**src/rtl/axicb_cpl_arbiter.sv**
```systemverilog
// Completion-path arbiter: round-robin pick among slave R/B channels, locked for a
// whole burst, zero-latency forwarding to the master, with beat counting against exp_len.
module axicb_cpl_arbiter #(
  parameter int SLV_NB    = 4,
  parameter int CCH_W     = 8,
  parameter int LEN_CHECK = 1
) (
  input  logic                    aclk,
  input  logic                    srst,
  input  logic [SLV_NB-1:0]       c_valid,
  input  logic [SLV_NB-1:0]       c_last,
  input  logic [CCH_W*SLV_NB-1:0] c_ch,
  output logic [SLV_NB-1:0]       c_ready,
  input  logic [7:0]              exp_len,
  output logic                    m_valid,
  input  logic                    m_ready,
  output logic                    m_last,
  output logic [CCH_W-1:0]        m_ch,
  output logic [SLV_NB-1:0]       grant,
  output logic                    busy,
  output logic                    cpl_done,
  output logic                    len_err
);

  localparam int          IW = $clog2(SLV_NB);
  localparam int unsigned NB = SLV_NB;

  typedef enum logic {IDLE, LOCKED} state_t;

  state_t            state, state_nxt;
  logic [IW-1:0]     prio, prio_nxt, pick_idx, gnt_idx_r, cur_idx, sidx;
  logic [SLV_NB-1:0] pick, grant_r;
  logic [7:0]        exp_r, exp_cur;
  logic [8:0]        cnt, beat_cnt, exp_p1;
  logic              hs, found, err_det, err_seen, prior_seen;
  logic              cpl_done_r, len_err_r;
  int unsigned       slot;

  // Round-robin pick: first requester at or after prio, scanning upward with wrap.
  always_comb begin
    pick     = '0;
    pick_idx = prio;
    found    = 1'b0;
    slot     = 0;
    sidx     = '0;
    for (int unsigned i = 0; i < NB; i++) begin
      slot = 32'(prio) + i;
      if (slot >= NB) slot = slot - NB;
      sidx = IW'(slot);
      if (!found && c_valid[sidx]) begin
        pick[sidx] = 1'b1;
        pick_idx   = sidx;
        found      = 1'b1;
      end
    end
  end

  always_comb begin
    grant = '0;
    if (!srst) grant = (state == LOCKED) ? grant_r : pick;
    m_valid = 1'b0;
    m_last  = 1'b0;
    m_ch    = '0;
    for (int unsigned j = 0; j < NB; j++) begin
      if (grant[j]) begin
        m_valid = m_valid | c_valid[j];
        m_last  = m_last | c_last[j];
        m_ch    = m_ch | c_ch[j*CCH_W +: CCH_W];
      end
    end
    c_ready = grant & {SLV_NB{m_ready}};
  end

  // Beat count of the beat being handshaken now; a non-last beat that reaches
  // exp+1 is an overrun, a last beat that misses exp+1 is a short/long burst.
  always_comb begin
    hs         = m_valid & m_ready;
    cur_idx    = (state == LOCKED) ? gnt_idx_r : pick_idx;
    prio_nxt   = (32'(cur_idx) == NB - 1) ? '0 : cur_idx + IW'(1);
    exp_cur    = (state == LOCKED) ? exp_r : exp_len;
    exp_p1     = {1'b0, exp_cur} + 9'd1;
    beat_cnt   = (state == IDLE) ? 9'd1 : (cnt[8] ? cnt : cnt + 9'd1);
    err_det    = hs & (m_last ? (beat_cnt != exp_p1) : (beat_cnt == exp_p1));
    prior_seen = (state == LOCKED) & err_seen;
    state_nxt  = state;
    if (hs) state_nxt = m_last ? IDLE : LOCKED;
  end

  always_ff @(posedge aclk) begin
    if (srst) begin
      state      <= IDLE;
      prio       <= '0;
      cnt        <= '0;
      err_seen   <= 1'b0;
      cpl_done_r <= 1'b0;
      len_err_r  <= 1'b0;
      grant_r    <= '0;
      gnt_idx_r  <= '0;
      exp_r      <= '0;
    end else begin
      state      <= state_nxt;
      cpl_done_r <= hs & m_last;
      len_err_r  <= (LEN_CHECK != 0) && err_det && !prior_seen;
      if (hs) begin
        cnt      <= beat_cnt;
        err_seen <= err_det | prior_seen;
        if (state == IDLE) begin
          grant_r   <= pick;
          gnt_idx_r <= pick_idx;
          exp_r     <= exp_len;
        end
        if (m_last) prio <= prio_nxt;
      end
    end
  end

  assign busy     = (state == LOCKED);
  assign cpl_done = cpl_done_r;
  assign len_err  = len_err_r;

endmodule

```
**config.mk**
```make
export PLATFORM = sky130hd
export DESIGN_NAME = axicb_cpl_arbiter
export DESIGN_NICKNAME = d
export VERILOG_FILES = /design/src/rtl/axicb_cpl_arbiter.sv
export SDC_FILE = /design/constraint.sdc
export NUM_CORES = 1
export LEC_CHECK = 0
export ABC_AREA = 1
export BUFFER_PORTS_ARGS = -buffer_cell sky130_fd_sc_hd__buf_2
export CAP_MARGIN = 20
export CORE_MARGIN = 10
export CORE_UTILIZATION = 40
export DETAILED_ROUTE_END_ITERATION = 7
export GPL_TIMING_DRIVEN = 0
export PLACE_DENSITY = 0.66
export SLEW_MARGIN = 5
export SYNTH_ARGS = -nofsm -noshare
export SYNTH_HDL_FRONTEND = slang
export SYNTH_SLANG_ARGS = --single-unit
export TNS_END_PERCENT = 50
```
**constraint.sdc**
```tcl
create_clock -name aclk -period 2.5 [get_ports aclk]
set_input_delay 0.5 -clock aclk [delete_from_list [all_inputs] [get_ports aclk]]
set_output_delay 0.5 -clock aclk [all_outputs]
set_load 0.03 [all_outputs]
```
# After elaboration in Yosys (flattened, before gate mapping)
# Index checks and enable logic that the tools add are counted.
# word_totals
reg_bits	29
input_bits	51
elab_cells	117
# classes
addsub	10
magnitude_cmp	12
eq_ne	3
mux	52
n_bitwise	18
n_reduce_logical	13
# ops
cell	count
$mux 8	5
$mux 4	6
$or 8x8->8	3
$mux 1	21
$mux 2	10
$mux 9	2
$lt 2x3->1 const B	4
$or 4x4->4	3
$add 8x1->9 const B	1
$add 9x1->9 const B	1
$eq 9x9->1	1
$ge 3x3->1 const B	3
$ne 9x9->1	1
$bmux 1 s2	4
$demux 1 s2	4
$ge 2x1->1 const B	4
$logic_and 1x1->1	8
$sub 2x1->2 const B	4
$or 1x1->1	7
$add 2x2->3 const B	2
$and 1x1->1	4
$and 4x4->4	1
$logic_not 1->1	4
$add 2x1->3 const B	1
4 further kinds	4

# Longest topological paths before layout
# logic_depth
word_depth	26
depth_mapped	18
depth_no_buf	18

# Worst setup path before layout
# Ideal clock, no wire load.
# synth_path
path_type	register -> output
from	register prio[1]
to	output m_ch[0]
arrival_time_ps	2433
required_ps	2000
setup_slack_ps	-433
path_stages_with_launch	14
path_buffers	0
path_cell_list	dfxtp_1 -> inv_2 -> ha_1 -> inv_1 -> nand3_1 -> nand2_1 -> nand2_4 -> nor2_8 -> nand2_1 -> nand3_2 -> nand2_1 -> nor2_2 -> nand2_1 -> nand4_1
# synth_via
word_cells_on_any_way	68
classes_between	7 x add/sub; 12 x order compare; 33 x mux; 6 x bitwise; 10 x reduce/logical
# synth_rtl
item	line_no	text
from (decl)	31	logic [IW-1:0] prio, prio_nxt, pick_idx, gnt_idx_r, cur_idx, sidx;
from (signal assigned)	112	if (m_last) prio <= prio_nxt;
parallel branches: the longest is 13 deep, another holds $add 2x1->3	n/a	
$mux 4 (*)	50	if (!found && c_valid[sidx]) begin
$mux 4 (*)	n/a	
$mux 4 (*)	60	if (!srst) grant = (state == LOCKED) ? grant_r : pick;
named net grant[2]	19	output logic [SLV_NB-1:0] grant,
$mux 8 (*)	65	if (grant[j]) begin
$or 8x8->8	68	m_ch = m_ch | c_ch[j*CCH_W +: CCH_W];
$mux 8 (*)	65	
to (decl)	18	output logic [CCH_W-1:0] m_ch,
# Mark *: on every way through the listed nets, which the timed path passes. The select of a mux whose other input is x is not followed.

# Final worst setup path
# layout_path
from	register prio[0]
to	output m_ch[2]
# layout_via
elab_chain_cells	23
word_cells_on_any_way	68
classes_between	7 x add/sub; 12 x order compare; 33 x mux; 6 x bitwise; 10 x reduce/logical
# layout_lines
item	line_no
parallel branches: the longest is 13 deep, another holds $add 2x1->3	n/a
$mux 4 (*)	50
$mux 4 (*)	n/a
$mux 4 (*)	60
$mux 8	65
$or 8x8->8	68
$mux 8	65
$or 8x8->8	68
$mux 8	65
$or 8x8->8	68
$mux 8 (*)	65
# Mark *: on every way between the ends. The select of a mux whose other input is x is not followed.

==> impl.org <==
** Timing
- Headroom to the max-slew limit came out at 0.635.
- The count of endpoints failing hold in the final timing report came to 0.
- Setup Total Neg Slack :: -4.62 ns
- Once routing completed, OpenROAD measured the worst setup slack at -0.346 ns.
- Fmax :: 351 MHz
- Number of endpoints failing setup at the final stage :: 18
- RSZ-0062 raised after global routing :: true
- After layout, the minimum clock period comes to 2.85 ns.
- For the final database, setup skew stands at 0.00551 ns.
- Ratio of final minimum period to clock period :: 1.14
- Hold Slack :: 0.438 ns
- Fin. max-slew vios :: 0
- Tightest Pin Transition :: 0.547 ns

** Clocking
- Maximum clock path buffer count :: 2
- Clock latency of the later-clocked register in the worst-skew pair :: 0.28 ns
- Root cell of the clock tree :: sky130_fd_sc_hd__clkbuf_8
- The clock net in this run drives a total of 29 sinks.
- CTS H-Tree Depth :: 2
- Clock-pin slew was measured on the worst setup and hold paths at 0.07 ns.
- TritonCTS clock tree :: yes
- Cts-stage hold buffer count :: 0
- Clock buffer count from CTS :: 5

** Finish
- Area of all sequential standard cells :: 592 µm²
- Share of post-route cells with drive strength above 1 :: 0.372
- Post-layout net count :: 614
- Area growth from synthesis to layout :: 45.2%
- Counting the fill cells in the layout gives 579.
- Area taken by multi-input logic gates :: 0.00202 mm²
- Number of diodes :: 0

** Status
- The run finished, with violations left.
- Violated checks :: negative setup slack

** Route
- Initial detailed-routing violation count :: 130
- After detailed routing, the number of vias per cell comes to 5.08.
- After detailed routing, the total wire length is 8.95 mm.
- Before antenna repair, the detailed router went through 4 iterations.
- In the final routed layout, each cell accounts on average for 14.1 µm.
- The detail route stage leaves a number of antenna-violating nets equal to 0.
- DRC violation count after routing :: 0
- The detailed router placed 3218 vias in this run.

** Job
- Across the run, the number of max-cap violations was 0.

** Synth
- The largest total area in the synthesized netlist belongs to sky130_fd_sc_hd__dfxtp_1.
- Synth Area in Adders :: 0.0385
- After synthesis the cells add up to 0.00260 mm².
- Net count after synthesis :: 506
- Synth warnings :: 0
- The most common cell in the synthesized netlist is sky130_fd_sc_hd__nand2_1.
- Count of flip-flops with a built-in enable after synthesis :: 0
- Basic-gate share of the synthesized area counting and, or, nand and nor cells :: 0.531
- For this run, the register share of the synthesized area comes to 0.223.
- Most instantiated cells after synthesis :: 146 x sky130_fd_sc_hd__nand2_1, 72 x sky130_fd_sc_hd__nor2_1, 39 x sky130_fd_sc_hd__inv_1, 32 x sky130_fd_sc_hd__nand3_1, 29 x sky130_fd_sc_hd__dfxtp_1
- Of the total synthesized cell area, the portion taken by XOR and XNOR cells is 0.0168.
- Portion of netlist area occupied by mux cells :: 0
- Share of Yosys cell area claimed by the top area cell type :: 0.223
- Average cell area after synthesis :: 5.82 µm²
- Largest family of logic cells by synthesized area :: simple AND/OR/NAND/NOR gates
- Yosys attributes the largest share of cell area to sky130_fd_sc_hd__dfxtp_1 22%, sky130_fd_sc_hd__nand2_1 21%, sky130_fd_sc_hd__nor2_1 10%.
- The synthesized design contains 29 register bits.
- Synth Area in Compound Gates :: 0.0847
- Share of async-settable or async-resettable flops after synthesis :: 0
- The cell count after synthesis came out at 447.
- Counting distinct cell types in the post-synthesis netlist gives 32.
- Flip-flop cell with the highest count after synthesis :: sky130_fd_sc_hd__dfxtp_1

** Floorplan
- The floorplan step set the die width to 101 µm.
- Die Area :: 0.0101 mm²
- In this run the standard cell core region covers 0.00635 mm².
- The initialized floorplan defines 29 standard-cell rows.
- Die height :: 101 µm
- For this design the top-level I/O count stands at 72.
- Initial Util :: 0.409

** Global route
- The via count of the first global-routing pass was 3045.
- The number of antenna violations at the first check in global routing was 0.
- Global-route congestion overflow total :: 0
- Entering global routing, the biggest net connects 12 pins.
- The first global-routing pass estimated 14.3 mm of wire.
- Across every metal layer, demand over resource in global routing totals 0.167.

** Setup path
- Crit path buf inv count :: 5
- Kind of cell with the highest combined delay on the critical path :: simple AND/OR/NAND/NOR gates
- Slowest CP cell :: sky130_fd_sc_hd__dfxtp_4
- Endpoint type of the worst setup path :: output port
- Data arrival time of the worst path :: 2.35 ns
- The worst setup path is launched from a flop.
- Crit-path most repeated cell :: sky130_fd_sc_hd__nand2_2
- For the worst setup path, the data required time is 2.00 ns.
- The signal on the critical path passes through buf_8 > inv_8 > ha_4 > nand3_2 > nand2_2 > nand2_4 > nor2_8 > nand2_2 > nand3_4 > nand2_2 > inv_2 > nand2_4 > inv_8 > nand2_2 > nand4_1 > buf_6.
- Category of the critical setup timing path :: reg2out
- Largest fanout on the critical path :: 6
- Delay contributed by the slowest stage of the critical path :: 0.36 ns

** Placement
- The congestion estimate from routability-driven global placement came to 0.882.
- Number of buffers added on ports :: 70
- Detailed placer's ending HPWL :: 6.25 mm

** Power
- Dividing total power by cell area gives a power density of 1300 mW/mm².
- The analysis attributes to cell leakage a power of 1.87 nW.
- VDD sags by at most 1.18 mV.
- The design draws 0.00491 W.

** Worst hold path
- The path class of the tightest hold or removal check is reg2reg.
==> stage by stage <==
step           setup slack, ns  cell area [µm²]   util  cells
2_1_floorplan          -0.0821             2670      -    447
3_3_place_gp            -0.229             3120  0.491    594
3_5_place_dp            -0.295             3120  0.491    594
4_1_cts                 -0.334             3600  0.567    625
5_1_grt                 -0.463             3780  0.595    633
6_report                -0.346             3780  0.595    633
==> metal layers <==
| layer | routed length [µm] | global-route usage | share of wire | up-vias |
|---|---|---|---|---|
| met3 | 614 | 0.0391 | 0.069 | 17 |
| met2 | 4450 | 0.290 | 0.50 | 93 |
| met5 | 0 | 0 | 0 | - |
| met4 | 146 | 0.0457 | 0.016 | 0 |
| li1 | - | - | - | 1647 |
| met1 | 3740 | 0.199 | 0.42 | 1461 |
==> layout make-up <==
type / instances / share of cell area
Clock buffer: 7 / 0.0255
Multi-Input combinational cell: 362 / 0.534
Inverter: 46 / 0.0510
Buffer: 13 / 0.0278
Tap cell: 77 / 0.0255
Sequential cell: 29 / 0.157
Timing Repair Buffer: 97 / 0.175
Clock inverter: 1 / 0.00133
Timing Repair inverter: 1 / 0.00232
==> timing repair <==
action / 4_1_cts / 5_1_grt
pin swaps: 36 / 26
resized for setup: 67 / 34
cloned: 4 / 0
setup buffers: 19 / 8
endpoints found under the setup margin: 19 / 44
==> where the power goes <==
| group | internal (W) | switching, W |
|---|---|---|
| registers | 0.000634 | 0.000120 |
| clock network | 0.000249 | 0.000187 |
| logic | 0.00150 | 0.00222 |
| total | 0.00238 | 0.00253 |
==> flip-flops by register name, indices dropped and copies added (netlist names) <==
| signal | cells |
|---|---|
| err_seen | 1 |
| prio | 2 |
| len_err | 1 |
| cpl_done | 1 |
| busy | 1 |
| grant_r | 4 |
| cnt | 9 |
| gnt_idx_r | 2 |
| exp_r | 8 |
==> path summary, 6_finish.rpt <==
kind	startpoint	cells past startpoint	slack (ns)	endpoint
max	prio[0]$_SDFFE_PP0P_	16	-0.35	m_ch[2]
min	err_seen$_SDFFE_PP0P_	1	0.44	len_err$_SDFF_PP0_
max reg2reg	prio[0]$_SDFFE_PP0P_	19	0.06	exp_r[5]$_SDFFE_PP0P_
min reg2reg	err_seen$_SDFFE_PP0P_	1	0.44	len_err$_SDFF_PP0_
==> placed cells by master (no fill, tap or decap), types with 3 or more instances in the layout <==
cell type,n
sky130_fd_sc_hd__nand2_2,25
sky130_fd_sc_hd__nand4_1,21
sky130_fd_sc_hd__nand3_4,4
sky130_fd_sc_hd__nor3_2,3
sky130_fd_sc_hd__or2_2,5
sky130_fd_sc_hd__nand2_4,11
sky130_fd_sc_hd__o21ai_2,3
sky130_fd_sc_hd__xor2_1,3
sky130_fd_sc_hd__dfxtp_1,26
sky130_fd_sc_hd__nand3_1,26
sky130_fd_sc_hd__o21ai_0,12
sky130_fd_sc_hd__buf_6,22
sky130_fd_sc_hd__dfxtp_4,3
sky130_fd_sc_hd__nor2_4,8
sky130_fd_sc_hd__clkbuf_1,3
sky130_fd_sc_hd__ha_1,6
sky130_fd_sc_hd__inv_2,5
sky130_fd_sc_hd__buf_4,29
sky130_fd_sc_hd__nand3_2,7
sky130_fd_sc_hd__a21oi_1,8
sky130_fd_sc_hd__clkbuf_8,7
sky130_fd_sc_hd__o21ai_1,16
sky130_fd_sc_hd__nand2_1,121
sky130_fd_sc_hd__nor2_1,65
sky130_fd_sc_hd__buf_2,54
sky130_fd_sc_hd__inv_1,36
sky130_fd_sc_hd__nor2_2,7
==> cell families after synthesis <==
kind of cell	Yosys count
simple gates	304
buf+inv	59
compound gates	42
flops	29
fa+ha+maj	8
xor+xnor	5
No activity file was read; power rests on OpenSTA's default activity.
